==> src/rtl/otp_pkg.sv <==
// Shared definitions for the OTP delivery path: UART FSM encoding, ASCII constants
// and the nibble-to-ASCII helper.
package otp_pkg;

    typedef enum logic [2:0] {
        S_IDLE,
        S_START,
        S_DATA,
        S_PARITY,
        S_STOP,
        S_NEXT
    } state_t;

    localparam logic [7:0] ASCII_CR = 8'h0D;
    localparam logic [7:0] ASCII_LF = 8'h0A;
    localparam logic [7:0] ASCII_0  = 8'h30;
    localparam logic [7:0] ASCII_A  = 8'h41;

    // Uppercase hex only: 0..9 -> '0'..'9', A..F -> 'A'..'F'.
    function automatic logic [7:0] hex_to_ascii(input logic [3:0] nibble);
        if (nibble < 4'd10)
            return ASCII_0 + {4'd0, nibble};
        else
            return ASCII_A + {4'd0, nibble - 4'd10};
    endfunction

endpackage

==> src/rtl/otp_baud_gen.sv <==
// Bit-period counter for the OTP UART: bit_end marks the last clk of each bit;
// clear restarts the period so every FSM state gets a full bit time.
module otp_baud_gen #(
    parameter int CLKS_PER_BIT = 868
) (
    input  logic clk,
    input  logic reset,
    input  logic clear,
    output logic bit_end
);

    localparam int            CW   = $clog2(CLKS_PER_BIT);
    localparam logic [CW-1:0] LAST = CW'(CLKS_PER_BIT - 1);

    logic [CW-1:0] cnt;

    // NOTE: sequential state uses non-blocking assignments so every register
    // samples pre-edge values, independent of process evaluation order.
    always_ff @(posedge clk or posedge reset) begin
        if (reset)
            cnt <= '0;
        else if (clear || bit_end)
            cnt <= '0;
        else
            cnt <= cnt + CW'(1);
    end

    assign bit_end = (cnt == LAST);

endmodule

==> src/rtl/otp_uart_tx.sv <==
// Sends a latched OTP as uppercase ASCII hex (MSB nibble first) plus CR LF over 8N1 UART.
// Define OTP_TX_PARITY_EN to insert an even-parity bit after the data bits (8E1).
module otp_uart_tx
    import otp_pkg::*;
#(
    parameter int CLKS_PER_BIT = 868,
    parameter int NUM_DIGITS   = 4
) (
    input  logic                    clk,
    input  logic                    reset,
    input  logic [4*NUM_DIGITS-1:0] otp,
    input  logic                    otp_valid,
    output logic                    otp_ready,
    output logic                    tx,
    output logic                    busy,
    output logic                    done
);

    localparam int            NUM_CHARS = NUM_DIGITS + 2;
    localparam int            IW        = $clog2(NUM_CHARS);
    localparam logic [IW-1:0] LAST_CHAR = IW'(NUM_CHARS - 1);

    state_t                  state, next_state;
    logic [4*NUM_DIGITS-1:0] shadow;
    logic [IW-1:0]           char_idx;
    logic [7:0]              shift_reg;
    logic [2:0]              bit_idx;
    logic                    bit_end;
    logic                    accept;

    // Character idx of a transfer: hex digits MSB first, then CR, then LF.
    function automatic logic [7:0] char_at(input logic [4*NUM_DIGITS-1:0] value,
                                           input logic [IW-1:0] idx);
        logic [4*NUM_DIGITS-1:0] shifted;
        shifted = '0;
        if (int'(idx) < NUM_DIGITS) begin
            shifted = value >> (4 * (NUM_DIGITS - 1 - int'(idx)));
            return hex_to_ascii(shifted[3:0]);
        end else if (int'(idx) == NUM_DIGITS) begin
            return ASCII_CR;
        end else begin
            return ASCII_LF;
        end
    endfunction

    assign accept = otp_valid && (state == S_IDLE);

    otp_baud_gen #(.CLKS_PER_BIT(CLKS_PER_BIT)) u_baud (
        .clk     (clk),
        .reset   (reset),
        .clear   (next_state != state),
        .bit_end (bit_end)
    );

    always_ff @(posedge clk or posedge reset) begin
        if (reset)
            state <= S_IDLE;
        else
            state <= next_state;
    end

    // NOTE: every variable written in an always_comb gets a default first,
    // otherwise paths that skip the assignment infer latches.
    always_comb begin
        next_state = state;
        unique case (state)
            S_IDLE:   if (accept) next_state = S_START;
            S_START:  if (bit_end) next_state = S_DATA;
`ifdef OTP_TX_PARITY_EN
            S_DATA:   if (bit_end && bit_idx == 3'd7) next_state = S_PARITY;
`else
            S_DATA:   if (bit_end && bit_idx == 3'd7) next_state = S_STOP;
`endif
            S_PARITY: if (bit_end) next_state = S_STOP;
            S_STOP:   if (bit_end) next_state = S_NEXT;
            S_NEXT:   next_state = (char_idx == LAST_CHAR) ? S_IDLE : S_START;
            default:  next_state = S_IDLE;
        endcase
    end

    // Shadow register decouples the transfer from later changes on otp.
    always_ff @(posedge clk or posedge reset) begin
        if (reset) begin
            shadow    <= '0;
            char_idx  <= '0;
            shift_reg <= '0;
            bit_idx   <= '0;
        end else begin
            unique case (state)
                S_IDLE: if (accept) begin
                    shadow    <= otp;
                    char_idx  <= '0;
                    shift_reg <= char_at(otp, '0);
                    bit_idx   <= '0;
                end
                S_DATA: if (bit_end) begin
                    shift_reg <= shift_reg >> 1;
                    bit_idx   <= bit_idx + 3'd1;
                end
                S_NEXT: if (char_idx != LAST_CHAR) begin
                    char_idx  <= char_idx + IW'(1);
                    shift_reg <= char_at(shadow, char_idx + IW'(1));
                    bit_idx   <= '0;
                end
                default: ;
            endcase
        end
    end

    always_comb begin
        tx        = 1'b1;
        otp_ready = 1'b0;
        busy      = 1'b1;
        done      = 1'b0;
        unique case (state)
            S_IDLE: begin
                otp_ready = 1'b1;
                busy      = 1'b0;
            end
            S_START:  tx = 1'b0;
            S_DATA:   tx = shift_reg[0];
`ifdef OTP_TX_PARITY_EN
            S_PARITY: tx = ^char_at(shadow, char_idx);
`endif
            S_NEXT:   done = (char_idx == LAST_CHAR);
            default:  ;
        endcase
    end

endmodule

==> config.mk <==
export PLATFORM = sky130hd
export DESIGN_NAME = otp_uart_tx
export DESIGN_NICKNAME = d
export VERILOG_FILES = /design/src/rtl/otp_pkg.sv /design/src/rtl/otp_baud_gen.sv /design/src/rtl/otp_uart_tx.sv
export SDC_FILE = /design/constraint.sdc
export NUM_CORES = 1
export LEC_CHECK = 0
export ABC_AREA = 1
export ABC_CLOCK_PERIOD_IN_PS = 1800
export CORE_MARGIN = 2
export CORE_UTILIZATION = 50
export CTS_CLUSTER_SIZE = 16
export DETAILED_ROUTE_END_ITERATION = 16
export PLACE_DENSITY = 0.74
export SETUP_SLACK_MARGIN = 0.1
export SLEW_MARGIN = 20
export SYNTH_ARGS = -nofsm -noshare
export SYNTH_HDL_FRONTEND = slang
export SYNTH_SLANG_ARGS = --single-unit
export TNS_END_PERCENT = 30
==> constraint.sdc <==
create_clock -name clk -period 1.8 [get_ports clk]
set_input_delay 0.36 -clock clk [delete_from_list [all_inputs] [get_ports clk]]
set_output_delay 0.36 -clock clk [all_outputs]
set_load 0.02 [all_outputs]
# After elaboration in Yosys (flattened, before gate mapping)
# Cells that the tools add are included.
[word_totals]
ff_bits = 43
in_bits = 19
out_inout_bits = 4
word_cells = 69
[classes]
add_sub_neg = 10
magnitude_cmp = 3
n_eq_ne = 14
shifts = 1
muxes = 26
n_reduce_logical = 9
[op_table]
columns = ["cell", "n"]
rows = [
  ["$mux 8", 6],
  ["$shr 16x32->4", 1],
  ["$mux 3", 10],
  ["$pmux 8 s3", 1],
  ["$pmux 3 s6", 1],
  ["$add 7x4->8 const A", 2],
  ["$eq 3x3->1 const B", 5],
  ["$add 6x4->7 const A", 2],
  ["$add 10x1->10 const B", 1],
  ["$eq 10x10->1 const B", 1],
  ["$mux 10", 1],
  ["$pmux 3 s3", 1],
  ["$lt 4x4->1 const B", 2],
  ["$sub 4x4->4 const B", 2],
  ["$add 3x1->3 const B", 2],
  ["$eq 3x2->1 const B", 2],
  ["$ne 2x2->1 const B", 3],
  ["$pmux 3 s2", 1],
  ["$mux 1", 4],
  ["$reduce_and 4->1", 1],
  ["$sub 2x3->4 const A", 1],
  ["$eq 3x1->1 const B", 1],
  ["$logic_not 3->1", 1],
  ["$lt 3x3->1 const B", 1],
  ["other kinds (9)", 10],
]

# Depth between registers and ports, before layout
# Gate-level depths: netlist of run 1.
[logic_depth]
depth_word = 9
ltp_mapped = 12
depth_no_buf = 12

# Hierarchy
# Synthesis of run 1 repeated with hierarchy kept, for this count alone.
[unflattened]
cells_unflattened = 351
hier_area_um2 = 2568.7
[modules_own_cells]
columns = ["module", "instances", "cells_per_inst", "area_per_inst_um2", "seq_area_each_um2"]
rows = [
  ["otp_uart_tx", 1, 278, 1980.6, 800.8],
  ["otp_baud_gen", 1, 73, 588.1, 250.2],
]

# Least setup slack after synthesis of run 1
# OpenSTA, ideal clock, no wires.
[synth_path]
path_type = "register to register"
start = "register char_idx[0]"
end = "register shift_reg[2]"
setup_ns = 0.077
t_arrival_ns = 1.915
required_ns = 1.723
slack_ns = -0.193
stages_incl_launch_ff = 10
path_buffers = 0
period_less_slack_ns = 1.993
cell_sequence = "dfrtp_1 > ha_1 > inv_1 > nand3_1 > nand3_1 > ha_1 > xor2_1 > o21ai_0 > nand2_1 > a21oi_1"
[synth_via]
elab_chain_len = 9
word_cells_on_any_way = 17
cone_classes = "5 x add/sub; 2 x order compare; 3 x eq/ne; 1 x shift; 5 x mux; 1 x reduce/logical"
[synth_rtl]
columns = ["item", "line", "text"]
rows = [
  ["start, declared", "otp_uart_tx.sv:25", "logic [IW-1:0] char_idx;"],
  ["start signal, assigned", "otp_uart_tx.sv:101", "char_idx <= char_idx + IW'(1);"],
  ["$add 3x1->3", "otp_uart_tx.sv:102", "shift_reg <= char_at(shadow, char_idx + IW'(1));"],
  ["$sub 2x3->4", "otp_uart_tx.sv:37", "shifted = value >> (4 * (NUM_DIGITS - 1 - int'(idx)));"],
  ["$shr 16x32->4", "otp_uart_tx.sv:37", ""],
  ["$sub 4x4->4", "otp_pkg.sv:24", "return ASCII_A + {4'd0, nibble - 4'd10};"],
  ["$add 7x4->8", "otp_pkg.sv:24", ""],
  ["$mux 8", "otp_pkg.sv:21", "if (nibble < 4'd10)"],
  ["$mux 8", "otp_uart_tx.sv:36", "if (int'(idx) < NUM_DIGITS) begin"],
  ["$mux 8", "otp_uart_tx.sv:100", "S_NEXT: if (char_idx != LAST_CHAR) begin"],
  ["$pmux 8 s3", "otp_uart_tx.sv:89", "unique case (state)"],
  ["end signal, assigned", "otp_uart_tx.sv:93", "shift_reg <= char_at(otp, '0);"],
  ["end signal, assigned", "otp_uart_tx.sv:97", "shift_reg <= shift_reg >> 1;"],
  ["end signal, assigned", "otp_uart_tx.sv:102", ""],
  ["end, declared", "otp_uart_tx.sv:26", "logic [7:0] shift_reg;"],
]
# Several ways; a longest one is shown, not always the timed one. The select of a mux whose other input is x is not followed.
# A chain may end at the register's enable or synchronous reset.

# Worst setup path after layout of run 1
[layout_path]
start = "register char_idx[0]"
end = "register shift_reg[1]"
# Same word-level chain as after synthesis.

==> results of run 1 <==
==> layer usage <==
metal / global-route usage / vias up / wire length [um]
li1: - / 1158 / -
met1: 0.251 / 1063 / 2290
met2: 0.368 / 46 / 2660
met3: 0.0474 / 14 / 225
met4: 0.0873 / 0 / 135
met5: 0 / - / 0
==> synth_stat cells <==
cell	n	share of area
a21oi_1	11	0.022
a21oi_2	2	0.0071
a31oi_1	2	0.0051
buf_4	1	0.0030
buf_6	3	0.014
clkbuf_1	2	0.0030
dfrtp_1	42	0.42
ha_1	10	0.051
inv_1	33	0.050
inv_2	5	0.0076
inv_4	1	0.0025
nand2_1	93	0.14
nand2_2	6	0.015
nand3_1	23	0.047
nand3_2	4	0.016
nand3_4	1	0.0071
nand3b_1	1	0.0030
nand4_1	5	0.013
nor2_1	32	0.049
nor2_2	5	0.013
nor2_4	1	0.0046
nor3_1	5	0.010
nor3_2	1	0.0040
o211ai_1	3	0.0091
o21a_1	1	0.0030
o21ai_0	17	0.034
o21ai_1	3	0.0061
o21bai_1	2	0.0061
o22ai_1	1	0.0025
or2_2	1	0.0025
xnor2_1	2	0.0071
xor2_1	5	0.018
==> metrics by stage <==
stage                     setup WS, ps  utilization  instance area (um^2)
after global routing              -203        0.691                  3290
after CTS                         -121        0.674                  3200
after floorplan                   40.8            -                  2540
after global placement            -220        0.632                  3000
after detailed placement          -313        0.632                  3000
final                             -128        0.691                  3290
==> worst reg2reg max path, cell delays in order (launching register included) <==
cell and delay (ps):
dfrtp_2 460, ha_4 330, inv_4 60, o211ai_1 90
nand2_1 120, inv_2 80, nor2_2 50, ha_4 260
nand3_2 60, o21ai_1 100, nand2_1 100, a21oi_1 150
==> power by group through the flow <==
stage	clock, mW	sequential, mW	combinational, mW
after floorplan	0	0.995	0.179
after global placement	0	0.998	0.290
after detailed placement	0	0.998	0.299
after CTS	0.916	0.979	0.322
after global routing	0.960	0.982	0.395
final	0.899	0.979	0.357
==> cell type report <==
class	instances	area, um^2
Fill cell	401	1470
Multi-Input combinational cell	237	1370
Sequential cell	42	1050
Timing Repair Buffer	56	485
Inverter	39	154
Tap cell	67	83.8
Clock buffer	5	68.8
Clock inverter	3	68.8
==> path summary, 6_finish.rpt <==
check,start,to
max in group asynchronous,reset,char_idx[0]
min in group clk,u_baud.cnt[0],u_baud.cnt[0]
hold / removal,reset,shadow[7]
hold reg to reg,u_baud.cnt[0],u_baud.cnt[0]
setup reg to reg,char_idx[0],shift_reg[1]
setup / recovery,char_idx[0],shift_reg[1]
==> cells by family after synthesis <==
logic type	count (synthesis)	synth area share
and+or+nand+nor	178	0.324
AOI/OAI and AO/OA	42	0.0956
DFF	42	0.425
adders and majority gates	10	0.0506
buffers and inverters	45	0.0799
xor gates and xnor gates	7	0.0248
==> timing repair <==
action / CTS / global route
setup buffers: 7 / 1
endpoints found under the setup margin: 10 / 24
pin swaps: 10 / 10
resized for setup: 19 / 21
==> results.tsv, run 1 <==
metric	value	unit
failing checks	negative setup slack	
max_slew headroom	0.750	
worst setup margin	-128	ps
Die Y	74.3	um
I/O pins	23	
Switch Pwr	540	uW
Reg power frac	0.438	
max reg flops	16	
Synth Area per Inst	7.63	um^2
Max Slew Vio Count	0	
synth unique cells	32	
Core Rows	25	
warning count from the yosys run	0	
die width	74.3	um
Fmax	519	MHz
GRT Util Overall	0.211	
hold crit path type	input pin to asynchronous set/reset pin	
Syn Inst Count	324	
final cycle utilization of the critical path	1.07	
r2r setup slk	-130	ps
GPL Wtd Cong	0.865	
Clock transition at path regs	90	ps
Die Area	5530	um^2
initial antenna violation count	0	
Sw Share	0.241	
RSZ-0062 raised after global routing	yes	
highest ir drop seen on vdd	0.487	mV
initial core utilization	0.520	
fin cells	449	
hold-fix buffer count after cts	0	
Leak	1.61	nW
Detailed Route WL	5.31	mm
drt via density	5.08	
sequential fraction of the synthesis area	0.425	
core box area	4750	um^2
pwr dens	680	nW/um^2
Gate power share	0.160	
# diodes	0	
first-pass iteration count of the detailed router	4	
Clock Skews	9.79	ps
Syn Std Cell Area	2470	um^2
DR WL/cell	11.8	um
CTS Buf Count	5	
Synth Register Bits	42	
critical path startpoint category	flop	
vias in the first global route	2161	
Post-Route Setup TNS	-367	ps
initial drt markers	95	
proportion of layout cells with a drive suffix above 1	0.249	
Pwr Total	2.23	mW
NumNets Final	410	
Max Cap Viol	0	
dpl cells	433	
worst skew pair latency	300	ps
R2R cell count	11	
Crit path depth	11	
Final HPWL DP	3.78	mm
minimum clock period	1930	ps
# port buffers	22	
largest net degree at the start of global routing	43	
Post-DRT Antenna Nets	0	
Clock power frac	0.402	
Post-route DRC	0	
Clock Root Buffer	clkbuf_8	
Least-Margin Pin Slew	372	ps
most common cell after layout, fill and taps aside	nand2_1	
Hold Slack	404	ps
first-pass GRT wire length	8.95	mm
Worst EP arrival	2160	ps
Crit-path slowest cell	dfrtp_2	
GR Overflow Total	0	
most frequent cells in the layout	90 x nand2_1, 40 x dfrtp_1, 33 x buf_4, 31 x nor2_1, 29 x inv_1	
Max Root-Sink Buffers	2	
Largest stage delay, worst path	460	ps
Post-Syn Nets	353	
Fin. Hold Viols	0	
clock sink count	42	
CP bufs+invs	2	
Max FO, Critical Path	7	
Crit path max-delay family	adder cells	
Vias	2281	
area delta synth->final	32.9	%
Crit path required time	2040	ps
crit-path cells	ha_4 -> inv_4 -> o211ai_1 -> nand2_1 -> inv_2 -> nor2_2 -> ha_4 -> nand3_2 -> o21ai_1 -> nand2_1 -> a21oi_1	
kind of critical path	flop to flop	
Final setup violation count	6	
Internal Power	1.70	mW
outcome	finished, violations left	
CTS tree	done	
CP Capture Type	flop	
H-tree Lvls	2	
Note: power is estimated with default switching activity, not from simulation.
==> inputs of run 2 (changes only) <==
--- a/config.mk
+++ b/config.mk
@@ -9,11 +9,11 @@
 export ABC_CLOCK_PERIOD_IN_PS = 1800
 export CORE_MARGIN = 2
 export CORE_UTILIZATION = 50
-export CTS_CLUSTER_SIZE = 16
+export CTS_CLUSTER_SIZE = 10
 export DETAILED_ROUTE_END_ITERATION = 16
+export GPL_ROUTABILITY_DRIVEN = 0
 export PLACE_DENSITY = 0.74
 export SETUP_SLACK_MARGIN = 0.1
-export SLEW_MARGIN = 20
 export SYNTH_ARGS = -nofsm -noshare
 export SYNTH_HDL_FRONTEND = slang
 export SYNTH_SLANG_ARGS = --single-unit
==> results of run 2 <==
The final DEF is identical to that of run 1; final timing and power are the same.
==> inputs of run 3 (changes only) <==
--- a/config.mk
+++ b/config.mk
@@ -7,6 +7,7 @@
 export LEC_CHECK = 0
 export ABC_AREA = 1
 export ABC_CLOCK_PERIOD_IN_PS = 1800
+export CORE_ASPECT_RATIO = 1.75
 export CORE_MARGIN = 2
 export CORE_UTILIZATION = 50
 export CTS_CLUSTER_SIZE = 10
==> run 3 against run 2 <==
Compared with the run above:
- the run still ends with negative setup slack left
- via count is 0.53% lower
- maximum frequency is 1.6% higher
- total power is 8.8% lower
- register-to-register slack better by 30 ps
- non-clock buffer count is 1 lower
- cell area is 0.95% lower
- critical path type unchanged
==> results.tsv, run 3 (synthesis gave the netlist of run 1 again) <==
metric	value	unit	change
outcome	finished, violations left		
failing checks	negative setup slack		
minimum clock period	1900	ps	-30.3 ps
Die Y	97.0	um	+31%
max_slew headroom	0.801		+0.0513
Die Area	5550	um^2	+0.40%
most common cell after layout, fill and taps aside	nand2_1		
initial antenna violation count	0		unchanged
final instance area	3260	um^2	-0.95%
pwr dens	626	nW/um^2	-7.9%
area delta synth->final	31.6	%	
RSZ-0062 raised after global routing	yes		
most frequent cells in the layout	90 x nand2_1, 38 x dfrtp_1, 31 x nor2_1, 31 x buf_4, 28 x inv_1		
vias in the first global route	2261		+4.6%
Clock Skews	5.74	ps	-4.05 ps
Max Slew Vio Count	0		unchanged
max reg flops	16		unchanged
core box area	4710	um^2	-1.0%
I/O pins	23		unchanged
# diodes	0		unchanged
final design utilization	0.692		about the same
proportion of layout cells with a drive suffix above 1	0.268		+0.0190
Post-Route Setup TNS	-250	ps	+117 ps
Final setup violation count	4		-2
CTS Buf Count	5		unchanged
Post-route DRC	0		unchanged
Worst EP arrival	2130	ps	-30 ps
Max Root-Sink Buffers	2		unchanged
H-tree Lvls	2		unchanged
first-pass GRT wire length	9.43	mm	+5.4%
first-pass iteration count of the detailed router	4		unchanged
Gate power share	0.174		+0.014
Final HPWL DP	4.09	mm	+8.2%
Pwr Total	2.04	mW	-8.8%
die width	57.2	um	-23%
Fillers	398		-0.75%
Crit path required time	2030	ps	about the same
NumNets Final	409		-0.24%
Switch Pwr	512	uW	-5.1%
hold-fix buffer count after cts	0		unchanged
Detailed Route WL	5.52	mm	+4.0%
Clock Root Buffer	clkbuf_8		
Placement Cell Area	3010	um^2	+0.29%
final cycle utilization of the critical path	1.05		-0.0168
highest ir drop seen on vdd	0.640	mV	+31%
drt via density	5.24		+3.1%
Max FO, Critical Path	5		-2
Vias	2269		-0.53%
Post-DRT Antenna Nets	0		unchanged
largest net degree at the start of global routing	43		unchanged
Reg power frac	0.480		+0.042
Sw Share	0.251		+0.00985
initial core utilization	0.526		+0.00526
GRT Util Overall	0.217		+0.00606
Fmax	527	MHz	+1.6%
Core Rows	33		+32%
Internal Power	1.53	mW	-10%
Leak	1.59	nW	-1.5%
clock sink count	42		unchanged
hold crit path type	input pin to asynchronous set/reset pin		
critical path startpoint category	flop		
initial drt markers	52		-45%
Max Cap Viol	0		unchanged
Least-Margin Pin Slew	296	ps	-76.3 ps
Clock transition at path regs	80	ps	about the same
# port buffers	22		unchanged
GR Overflow Total	0		unchanged
CTS tree	done		
DR WL/cell	12.7	um	+7.9%
kind of critical path	flop to flop		
Fin. Hold Viols	0		unchanged
worst skew pair latency	300	ps	about the same
worst setup margin	-98.2	ps	+30.3 ps
Clock power frac	0.346		-0.056
CP Capture Type	flop		
Place WS	-244	ps	+68.6 ps
run 3: per-stage QoR:
step | hold slack [ps] | instances
2_1_floorplan | 433 | 324
3_3_place_gp | 453 | 420
3_5_place_dp | 456 | 420
4_1_cts | 424 | 431
5_1_grt | 490 | 433
6_report | 414 | 433
run 3: layer usage:
layer / vias to the layer above / GRT usage / share of wire
met2: 57 / 0.416 / 0.58
met4: 0 / 0.100 / 0.027
li1: 1157 / - / -
met3: 14 / 0.0374 / 0.033
met5: - / 0 / 0
met1: 1041 / 0.212 / 0.36
run 3: cell type report:
class                      instances  area [um^2]  share of cell area
multi-input combinational        237         1390               0.425
tap                               52         65.1              0.0200
timing repair buffer              55          479               0.147
sequential                        42         1060               0.324
inverter                          39          160              0.0492
clock buffer                       8          110              0.0338
run 3: final timing paths:
path / startpoint / to / slack, ps / depth (start not counted)
max: char_idx[0] / shift_reg[2] / -100 / 8
max in group asynchronous: reset / char_idx[0] / 1170 / 3
min reg2reg: u_baud.cnt[0] / u_baud.cnt[0] / 460 / 1
min in group clk: u_baud.cnt[0] / u_baud.cnt[0] / 460 / 1
min: reset / state[0] / 410 / 3
max reg2reg: char_idx[0] / shift_reg[2] / -100 / 8
run 3: repair_timing:
item / CTS / global route
endpoints found under the setup margin: 11 / 22
resized for setup: 15 / 31
buffers inserted: 3 / 2
pin swaps: 3 / 9
run 3: power by group through the flow:
stage	logic, mW	clock network [mW]	registers, mW
6_report	0.355	0.705	0.979
3_5_place_dp	0.312	0	0.997
2_1_floorplan	0.179	0	0.995
5_1_grt	0.398	0.757	0.982
4_1_cts	0.318	0.729	0.978
3_3_place_gp	0.304	0	0.997
run 3: critical path: stages, from the launching register on:
cell	delay (ps)
dfrtp_2	470
ha_4	340
nand3_1	170
nand3_4	140
ha_4	210
xor2_1	160
o21ai_1	130
nand2_1	90
a21oi_2	120
